==> src/rtl/apb_regfile_slave_pkg.sv <==
// Shared definitions for the APB register-file slave.
//   - apb_state_e : bus-phase FSM encodings (same values as the APB master)
//   - WCNT_OFS / STATUS_OFS : slot offsets counted down from NUM_REGS
//                             (slot index = NUM_REGS - *_OFS)
//   - STAT_*_BIT : bit positions inside the STATUS register
package apb_regfile_slave_pkg;

    typedef enum logic [1:0] {
        ST_IDLE   = 2'd1,
        ST_SETUP  = 2'd3,
        ST_ACCESS = 2'd2
    } apb_state_e;

    localparam int unsigned WCNT_OFS      = 2;
    localparam int unsigned STATUS_OFS    = 1;

    localparam int unsigned STAT_PERR_BIT = 0;
    localparam int unsigned STAT_OOR_BIT  = 1;

endpackage

==> src/rtl/apb_regfile_slave_phase_tracker.sv <==
// APB phase tracker: follows IDLE/SETUP/ACCESS, captures the setup-phase
// address/direction/data and checks they stay stable into the access phase.
// Ports:
//   i_clk, i_reset               clock, synchronous active-high reset
//   i_psel/i_penable/i_pwrite    APB control
//   i_paddr, i_pwdata            APB address / write data
//   o_setup_edge                 this edge is a legal setup edge
//   o_access_edge                this edge completes a transfer
//   o_err                        protocol violation on this edge
//   o_addr/o_write/o_wdata       values captured on the last setup edge
module apb_phase_tracker
    import apb_regfile_slave_pkg::*;
#(
    parameter int unsigned ADDR_WIDTH = 8,
    parameter int unsigned DATA_WIDTH = 32
) (
    input  logic                  i_clk,
    input  logic                  i_reset,
    input  logic                  i_psel,
    input  logic                  i_penable,
    input  logic                  i_pwrite,
    input  logic [ADDR_WIDTH-1:0] i_paddr,
    input  logic [DATA_WIDTH-1:0] i_pwdata,
    output logic                  o_setup_edge,
    output logic                  o_access_edge,
    output logic                  o_err,
    output logic [ADDR_WIDTH-1:0] o_addr,
    output logic                  o_write,
    output logic [DATA_WIDTH-1:0] o_wdata
);

    apb_state_e            r_state;
    logic [ADDR_WIDTH-1:0] r_addr;
    logic                  r_write;
    logic [DATA_WIDTH-1:0] r_wdata;

    logic w_setup_ph;
    logic w_access_ph;
    logic w_unstable;

    always_comb begin
        w_setup_ph    = i_psel & ~i_penable;
        w_access_ph   = i_psel & i_penable;
        // A setup seen while already in SETUP is an error, not a new setup.
        o_setup_edge  = w_setup_ph && (r_state != ST_SETUP);
        o_access_edge = w_access_ph && (r_state == ST_SETUP);
        w_unstable    = o_access_edge &&
                        ((i_paddr != r_addr) || (i_pwrite != r_write) ||
                         (i_pwdata != r_wdata));
        o_err = w_unstable;
        case (r_state)
            ST_IDLE:   if (w_access_ph)  o_err = 1'b1;
            ST_SETUP:  if (!w_access_ph) o_err = 1'b1;
            ST_ACCESS: if (w_access_ph)  o_err = 1'b1;
            default:   o_err = 1'b1;
        endcase
    end

    always_ff @(posedge i_clk) begin
        if (i_reset) begin
            r_state <= ST_IDLE;
            r_addr  <= '0;
            r_write <= 1'b0;
            r_wdata <= '0;
        end else begin
            if (o_setup_edge) begin
                r_addr  <= i_paddr;
                r_write <= i_pwrite;
                r_wdata <= i_pwdata;
            end
            case (r_state)
                ST_IDLE:   r_state <= w_setup_ph ? ST_SETUP : ST_IDLE;
                ST_SETUP:  r_state <= w_access_ph ? ST_ACCESS :
                                      (w_setup_ph ? ST_SETUP : ST_IDLE);
                ST_ACCESS: r_state <= w_setup_ph ? ST_SETUP : ST_IDLE;
                default:   r_state <= ST_IDLE;
            endcase
        end
    end

    assign o_addr  = r_addr;
    assign o_write = r_write;
    assign o_wdata = r_wdata;

endmodule

==> src/rtl/apb_regfile_slave.sv <==
// APB2 zero-wait-state register-file slave.
// Slots 0..NUM_REGS-3 are read/write, NUM_REGS-2 is a read-only write
// counter (WCNT), NUM_REGS-1 is a W1C sticky STATUS register.
// Ports:
//   pclk, reset                       clock, synchronous active-high reset
//   psel/penable/pwrite/paddr/pwdata  APB request
//   prdata                            registered read data (loaded at setup)
//   regs_flat                         all register slots, slot i at [i*DW +: DW]
//   wr_strobe                         one-hot 1-cycle pulse for the slot written
//   prot_err                          1-cycle pulse per protocol violation
module apb_regfile_slave
    import apb_regfile_slave_pkg::*;
#(
    parameter int unsigned ADDR_WIDTH = 8,
    parameter int unsigned DATA_WIDTH = 32,
    parameter int unsigned NUM_REGS   = 8,
    parameter int unsigned BASE_ADDR  = 0
) (
    input  logic                           pclk,
    input  logic                           reset,
    input  logic                           psel,
    input  logic                           penable,
    input  logic                           pwrite,
    input  logic [ADDR_WIDTH-1:0]          paddr,
    input  logic [DATA_WIDTH-1:0]          pwdata,
    output logic [DATA_WIDTH-1:0]          prdata,
    output logic [NUM_REGS*DATA_WIDTH-1:0] regs_flat,
    output logic [NUM_REGS-1:0]            wr_strobe,
    output logic                           prot_err
);

    localparam int unsigned           IDX_W    = $clog2(NUM_REGS);
    localparam logic [IDX_W-1:0]      WCNT_IDX = IDX_W'(NUM_REGS - WCNT_OFS);
    localparam logic [IDX_W-1:0]      STAT_IDX = IDX_W'(NUM_REGS - STATUS_OFS);
    localparam logic [ADDR_WIDTH-1:0] BASE_A   = ADDR_WIDTH'(BASE_ADDR);

    logic [DATA_WIDTH-1:0] r_regs [NUM_REGS];
    logic [DATA_WIDTH-1:0] r_prdata;
    logic [NUM_REGS-1:0]   r_wr_strobe;
    logic                  r_prot_err;

    logic                  w_setup_edge;
    logic                  w_access_edge;
    logic                  w_err;
    logic [ADDR_WIDTH-1:0] w_cap_addr;
    logic                  w_cap_write;
    logic [DATA_WIDTH-1:0] w_cap_wdata;

    logic                  w_rd_in_range;
    logic                  w_wr_in_range;
    logic [IDX_W-1:0]      w_rd_idx;
    logic [IDX_W-1:0]      w_wr_idx;
    logic                  w_wr_ok;
    logic [DATA_WIDTH-1:0] w_stat_next;

    apb_phase_tracker #(
        .ADDR_WIDTH (ADDR_WIDTH),
        .DATA_WIDTH (DATA_WIDTH)
    ) u_phase (
        .i_clk         (pclk),
        .i_reset       (reset),
        .i_psel        (psel),
        .i_penable     (penable),
        .i_pwrite      (pwrite),
        .i_paddr       (paddr),
        .i_pwdata      (pwdata),
        .o_setup_edge  (w_setup_edge),
        .o_access_edge (w_access_edge),
        .o_err         (w_err),
        .o_addr        (w_cap_addr),
        .o_write       (w_cap_write),
        .o_wdata       (w_cap_wdata)
    );

    always_comb begin
        w_rd_idx      = paddr[IDX_W-1:0];
        w_wr_idx      = w_cap_addr[IDX_W-1:0];
        w_rd_in_range = (paddr[ADDR_WIDTH-1:IDX_W] == BASE_A[ADDR_WIDTH-1:IDX_W]);
        w_wr_in_range = (w_cap_addr[ADDR_WIDTH-1:IDX_W] == BASE_A[ADDR_WIDTH-1:IDX_W]);
        // On an access edge the only possible error is an unstable transfer.
        w_wr_ok       = w_access_edge & ~w_err & w_cap_write & w_wr_in_range;

        // STATUS: clear (W1C) first, then set, so a same-edge set wins.
        w_stat_next = '0;
        w_stat_next[STAT_PERR_BIT] =
            (r_regs[STAT_IDX][STAT_PERR_BIT] &
             ~(w_wr_ok && (w_wr_idx == STAT_IDX) && w_cap_wdata[STAT_PERR_BIT])) |
            w_err;
        w_stat_next[STAT_OOR_BIT] =
            (r_regs[STAT_IDX][STAT_OOR_BIT] &
             ~(w_wr_ok && (w_wr_idx == STAT_IDX) && w_cap_wdata[STAT_OOR_BIT])) |
            (w_access_edge & ~w_wr_in_range);
    end

    always_ff @(posedge pclk) begin
        if (reset) begin
            for (int unsigned i = 0; i < NUM_REGS; i++) begin
                r_regs[i] <= '0;
            end
            r_prdata    <= '0;
            r_wr_strobe <= '0;
            r_prot_err  <= 1'b0;
        end else begin
            r_wr_strobe <= '0;
            r_prot_err  <= w_err;
            if (w_setup_edge) begin
                r_prdata <= w_rd_in_range ? r_regs[w_rd_idx] : '0;
            end
            if (w_wr_ok) begin
                if (w_wr_idx < WCNT_IDX) begin
                    r_regs[w_wr_idx] <= w_cap_wdata;
                end
                r_wr_strobe[w_wr_idx] <= 1'b1;
                r_regs[WCNT_IDX]      <= r_regs[WCNT_IDX] + 1'b1;
            end
            r_regs[STAT_IDX] <= w_stat_next;
        end
    end

    always_comb begin
        regs_flat = '0;
        for (int unsigned i = 0; i < NUM_REGS; i++) begin
            regs_flat[i*DATA_WIDTH +: DATA_WIDTH] = r_regs[i];
        end
    end

    assign prdata    = r_prdata;
    assign wr_strobe = r_wr_strobe;
    assign prot_err  = r_prot_err;

endmodule
==> config.mk <==
export PLATFORM = sky130hd
export DESIGN_NAME = apb_regfile_slave
export DESIGN_NICKNAME = d
export VERILOG_FILES = /design/src/rtl/apb_regfile_slave_pkg.sv /design/src/rtl/apb_regfile_slave_phase_tracker.sv /design/src/rtl/apb_regfile_slave.sv
export SDC_FILE = /design/constraint.sdc
export NUM_CORES = 1
export LEC_CHECK = 0
export CORE_MARGIN = 2
export CORE_UTILIZATION = 35
export DETAILED_ROUTE_END_ITERATION = 12
export PLACE_DENSITY_LB_ADDON = 0.08
export REMOVE_ABC_BUFFERS = 1
export SETUP_SLACK_MARGIN = 0.3
export SYNTH_ARGS = -nofsm -noshare
export SYNTH_HDL_FRONTEND = slang
export SYNTH_SLANG_ARGS = --single-unit
==> constraint.sdc <==
create_clock -name pclk -period 16.8 [get_ports pclk]
set_input_delay 2.52 -clock pclk [delete_from_list [all_inputs] [get_ports pclk]]
set_output_delay 2.52 -clock pclk [all_outputs]
set_load 0.1 [all_outputs]
Yosys cells after proc, flatten, opt, wreduce, memory -nomap -nowiden
Memories as Yosys holds them, arrays and structs flattened. Index checks and enable logic that the tools add are counted.

Register bits after elaboration: 84. Bits in writable memories: 256. Input port bits: 45. Output and inout bits: 297. Memories kept: 1.

Add/subtract/negate cells: 1. $lt $le $gt $ge: 3. Eq/ne operators: 8. Muxes and demuxes: 24. Bitwise gates (word level): 18. Reductions and logical operators: 14.

Memories: r_regs (depth 8, bits a word 32, read ports 9, clocked after Yosys merged registers in 0, wr ports 8, RTL line apb_regfile_slave.sv:37) `logic [DATA_WIDTH-1:0] r_regs [NUM_REGS];`.

Operator list (count): 32-bit 2-to-1 mux (4); 32-bit by 1-bit adder with 32-bit output, second input constant (1); 32-bit inequality test (1); 32-bit OR reduction (1); 1-bit 2-to-1 mux (14); 5-bit logical NOT (2); 1-bit bitwise AND (8); 8-bit inequality test (1); 1-bit logical AND (7); 1-bit NOT (6); 2-bit == test, second input constant (2); 3-bit by 4-bit < comparator with 1-bit output, second input constant (1); 2-bit 2-to-1 mux (2); 1-bit OR (4); 2-bit case mux with 2 select lines (1); 2-bit OR reduction (2); 1-bit demux with 3-bit select (1); 3-bit == test, second input constant (1); 3-bit by 1-bit greater-or-equal comparator with 1-bit output, second input constant (1); 3-bit < comparator, second input constant (1); 3-bit 2-to-1 mux (1); 2-bit by 1-bit == test with 1-bit output, second input constant (1); 1-bit logical OR (2); 2-bit inequality test, second input constant (1); 2 further kinds (2).

Logic depth before layout (Yosys ltp)
Depth in word-level cells: 16. Depth in mapped cells: 10.

By module
A second synthesis with hierarchy kept.

Cell total of the unflattened synthesis: 1122. Area, all modules: 14691.6 µm².

By module, submodules not included: apb_regfile_slave (times used 1, cells an instance 872, area each 12708.4 µm²); apb_phase_tracker (times used 1, cells an instance 250, area each 1983.2 µm²).

Worst setup path before layout
Ideal clock, no wire load.

Kind: input to register. Start point: input port penable. End point: memory r_regs[1][0], enable pin. Library setup time: 0.470 ns. Arrival time: 6.850 ns. Required time: 16.330 ns. Setup slack: 9.480 ns. Cell stages on the path: 8. Buffers on the path: 2. Cell sequence: and2_2 o211ai_1 or4_1 or4_4 buf_6 or2_1 clkbuf_1 o31ai_1.

RTL lines: from (decl) (RTL line apb_regfile_slave.sv:22) `input logic penable,`; to (decl) (RTL line apb_regfile_slave.sv:37).

==> flow_summary.yaml <==
layout:
  finalNetCount: 1528
  layout-drive-gt1-share_pct: 13.2
  antenna_cells: 0
  area_delta_synth_final_pct: 36.6
  utilization_pct: 48.3
setup_path:
  worstSetupPathType: "primary input to flop"
  required_ns: 16.99
  cp.arrival_ns: 6.59
  critPathLaunchType: "primary input"
  cp-end-kind: "flop"
  cp_max_fo: 18
power:
  p_leak_nw: 7.15
  power_density_mw_per_mm2: 112
  peakVddDrop_mv: 0.0451
logic_synthesis:
  synth.distinct_cells: 48
  synth.most_common_cell: "edfxtp_1"
  synth_compound_area_share_pct: 3.98
  synthFlopType: "edfxtp_1"
  synth_area_leaders: "edfxtp_1, dfxtp_1, mux4_2"
  yosys.area_share.xor_xnor_pct: 3.84
  synth_edf_count: 224
  synth_top_area_cell: "edfxtp_1"
  synth_seq_cells: 340
  synth_top_area_share_pct: 45.4
  synthTopCellsByCount: "edfxtp_1, and2_1, dfxtp_1"
  synth_top_family_by_area: "simple AND/OR/NAND/NOR gates"
  ys_async_sr_fraction_pct: 0
  synthSimpleGateAreaFrac_pct: 16.2
  syn_area_sq_mm: 0.0148
  avgSynthCellArea_sq_um: 13.2
  synthAdderAreaFrac_pct: 0.253
  synth_warnings: 0
  seq_area_frac_synth_pct: 61.1
  synthMuxAreaShare_pct: 12.2
  synth_cells: 1119
global_route:
  gr-total-overflow: 0
  grt_max_degree: 67
  grt_pass1_vias: 10455
  grt_util_all_layers_pct: 23.6
  grt_antenna_before_repair: 1
  grt_first_pass_wirelength_mm: 74.9
clocking:
  clkTransAtPathRegs_ns: 0.06
  cts_tree: "done"
  postCtsHoldBufs: 0
  cts_root_buf: "clkbuf_16"
  clock-sinks: 340
  postCtsResizedCells: 0
  ctsLongestPathBuffers: 3
  cts_setup_buffers: 0
  htreeDepth: 2
  cts_inserted_buffers: 39
  clk_latency_ns: 0.53
place:
  place_hpwl_mm: 35.2
  io_buffers: 341
  gp_congestion: 0.771
timing:
  slew_viol_final: 0
  final_hold_viol_count: 0
  tightestPinTransition_ns: 1.18
  rsz0062_at_grt: "false"
  fin_crit_sh_pct: 38.1
  finalSetupViolations: 0
  clock_skew_ns: 0.0158
  slew_headroom_pct: 20.6
  setup_tns_ns: 0
  fin_crit_ns: 6.41
  clock.fmax_mhz: 156
floorplan:
  ios: 342
  num_rows: 75
  start_util_pct: 35.4
  core-area_sq_mm: 0.0419
  die-area_sq_mm: 0.0440
  die_y_um: 210
  die_w_um: 210
run_status:
  status: "finished clean"
detailed_routing:
  viasPerCell: 5.12
  via_count: 10488
  post-route-drc-count: 0
  firstDrtPassIters: 5
  drtIter0Drc: 820
  routed_wl_mm: 52.3
  wire_per_inst_um: 25.5
  ant_nets: 0
job:
  cap_viol_max_count: 0
worst_hold_path:
  hold_class: "flop to flop"
[layer usage]
layer	track usage (%)	wire, um
met5	0	0
met4	4.67	699
met3	3.49	3000
met2	38.1	25000
met1	34.1	23600
[path summary, 6_finish.rpt]
kind	from	cells after the start	end	slack, ns
setup / recovery	pwdata[13]	8	r_regs[4][7]	10.39
setup reg to reg	u_phase.o_wdata[0]	7	r_regs[4][7]	12.37
hold / removal	u_phase.o_addr[3]	2	u_phase.o_addr[3]	0.48
hold reg to reg	u_phase.o_addr[3]	2	u_phase.o_addr[3]	0.48
[placed cells by master (no fill, tap or decap), types with 30 or more instances in the layout]
cell	count
nand2_1	101
xor2_1	51
mux2_2	32
a22oi_1	32
mux4_2	64
dfxtp_1	116
a21oi_1	46
and2_1	193
clkdlybuf4s50_1	337
clkbuf_16	41
edfxtp_1	224
conb_1	30
nor2_1	72
[final cells by class]
cell class | instances | area, sq um
flip-flops and latches | 340 | 9050
well taps | 539 | 674
inverters | 13 | 48.8
clock buffers | 52 | 1100
multi-input cells | 725 | 5620
repair buffers | 361 | 3550
clock inverters | 19 | 189
fillers | 3748 | 21600
[power breakdown]
part	total (mW)	internal [mW]	switching, mW	leakage (nW)
registers	0.970	0.928	0.0421	3.08
logic	0.435	0.109	0.327	3.44
clock network	0.863	0.520	0.343	0.640
total	2.27	1.56	0.712	7.15
[per-stage QoR]
step           std cells  instance area (sq um)  power [mW]  setup WS (ns)  hold WS (ns)
4_1_cts             2049                  20200        2.29          10.33         0.479
2_1_floorplan       1078                  14600        1.28           9.57         0.449
6_report            2049                  20200        2.27          10.39         0.477
5_1_grt             2049                  20200        2.34          10.21         0.512
3_5_place_dp        1978                  18900        1.42           9.79         0.471
3_3_place_gp        1978                  18900        1.42           9.90         0.464
[state kept, by name, indices dropped and copies added, names as in the netlist]
| register | count |
|---|---|
| r_regs | 256 |
| u_phase.o_write | 1 |
| u_phase.o_wdata | 32 |
| u_phase.r_state | 2 |
| u_phase.o_addr | 8 |
| wr_strobe | 8 |
| prdata | 32 |
| prot_err | 1 |
[kinds of logic after synthesis]
group,count (synthesis)
compound gates,93
xor+xnor,65
fa+ha+maj,3
buf+inv,83
flops,340
mux,96
other cells,1
simple gates,438
[worst max-delay path, cell delays in order]
cell and delay, ns:
clkdlybuf4s50_1 0.49, xnor2_1 0.39, nand4_1 0.14, or4_1 0.47
or4_4 0.70, or2_1 0.49, o31ai_4 0.90, buf_4 0.46
Power figures use the tool's default switching activity.
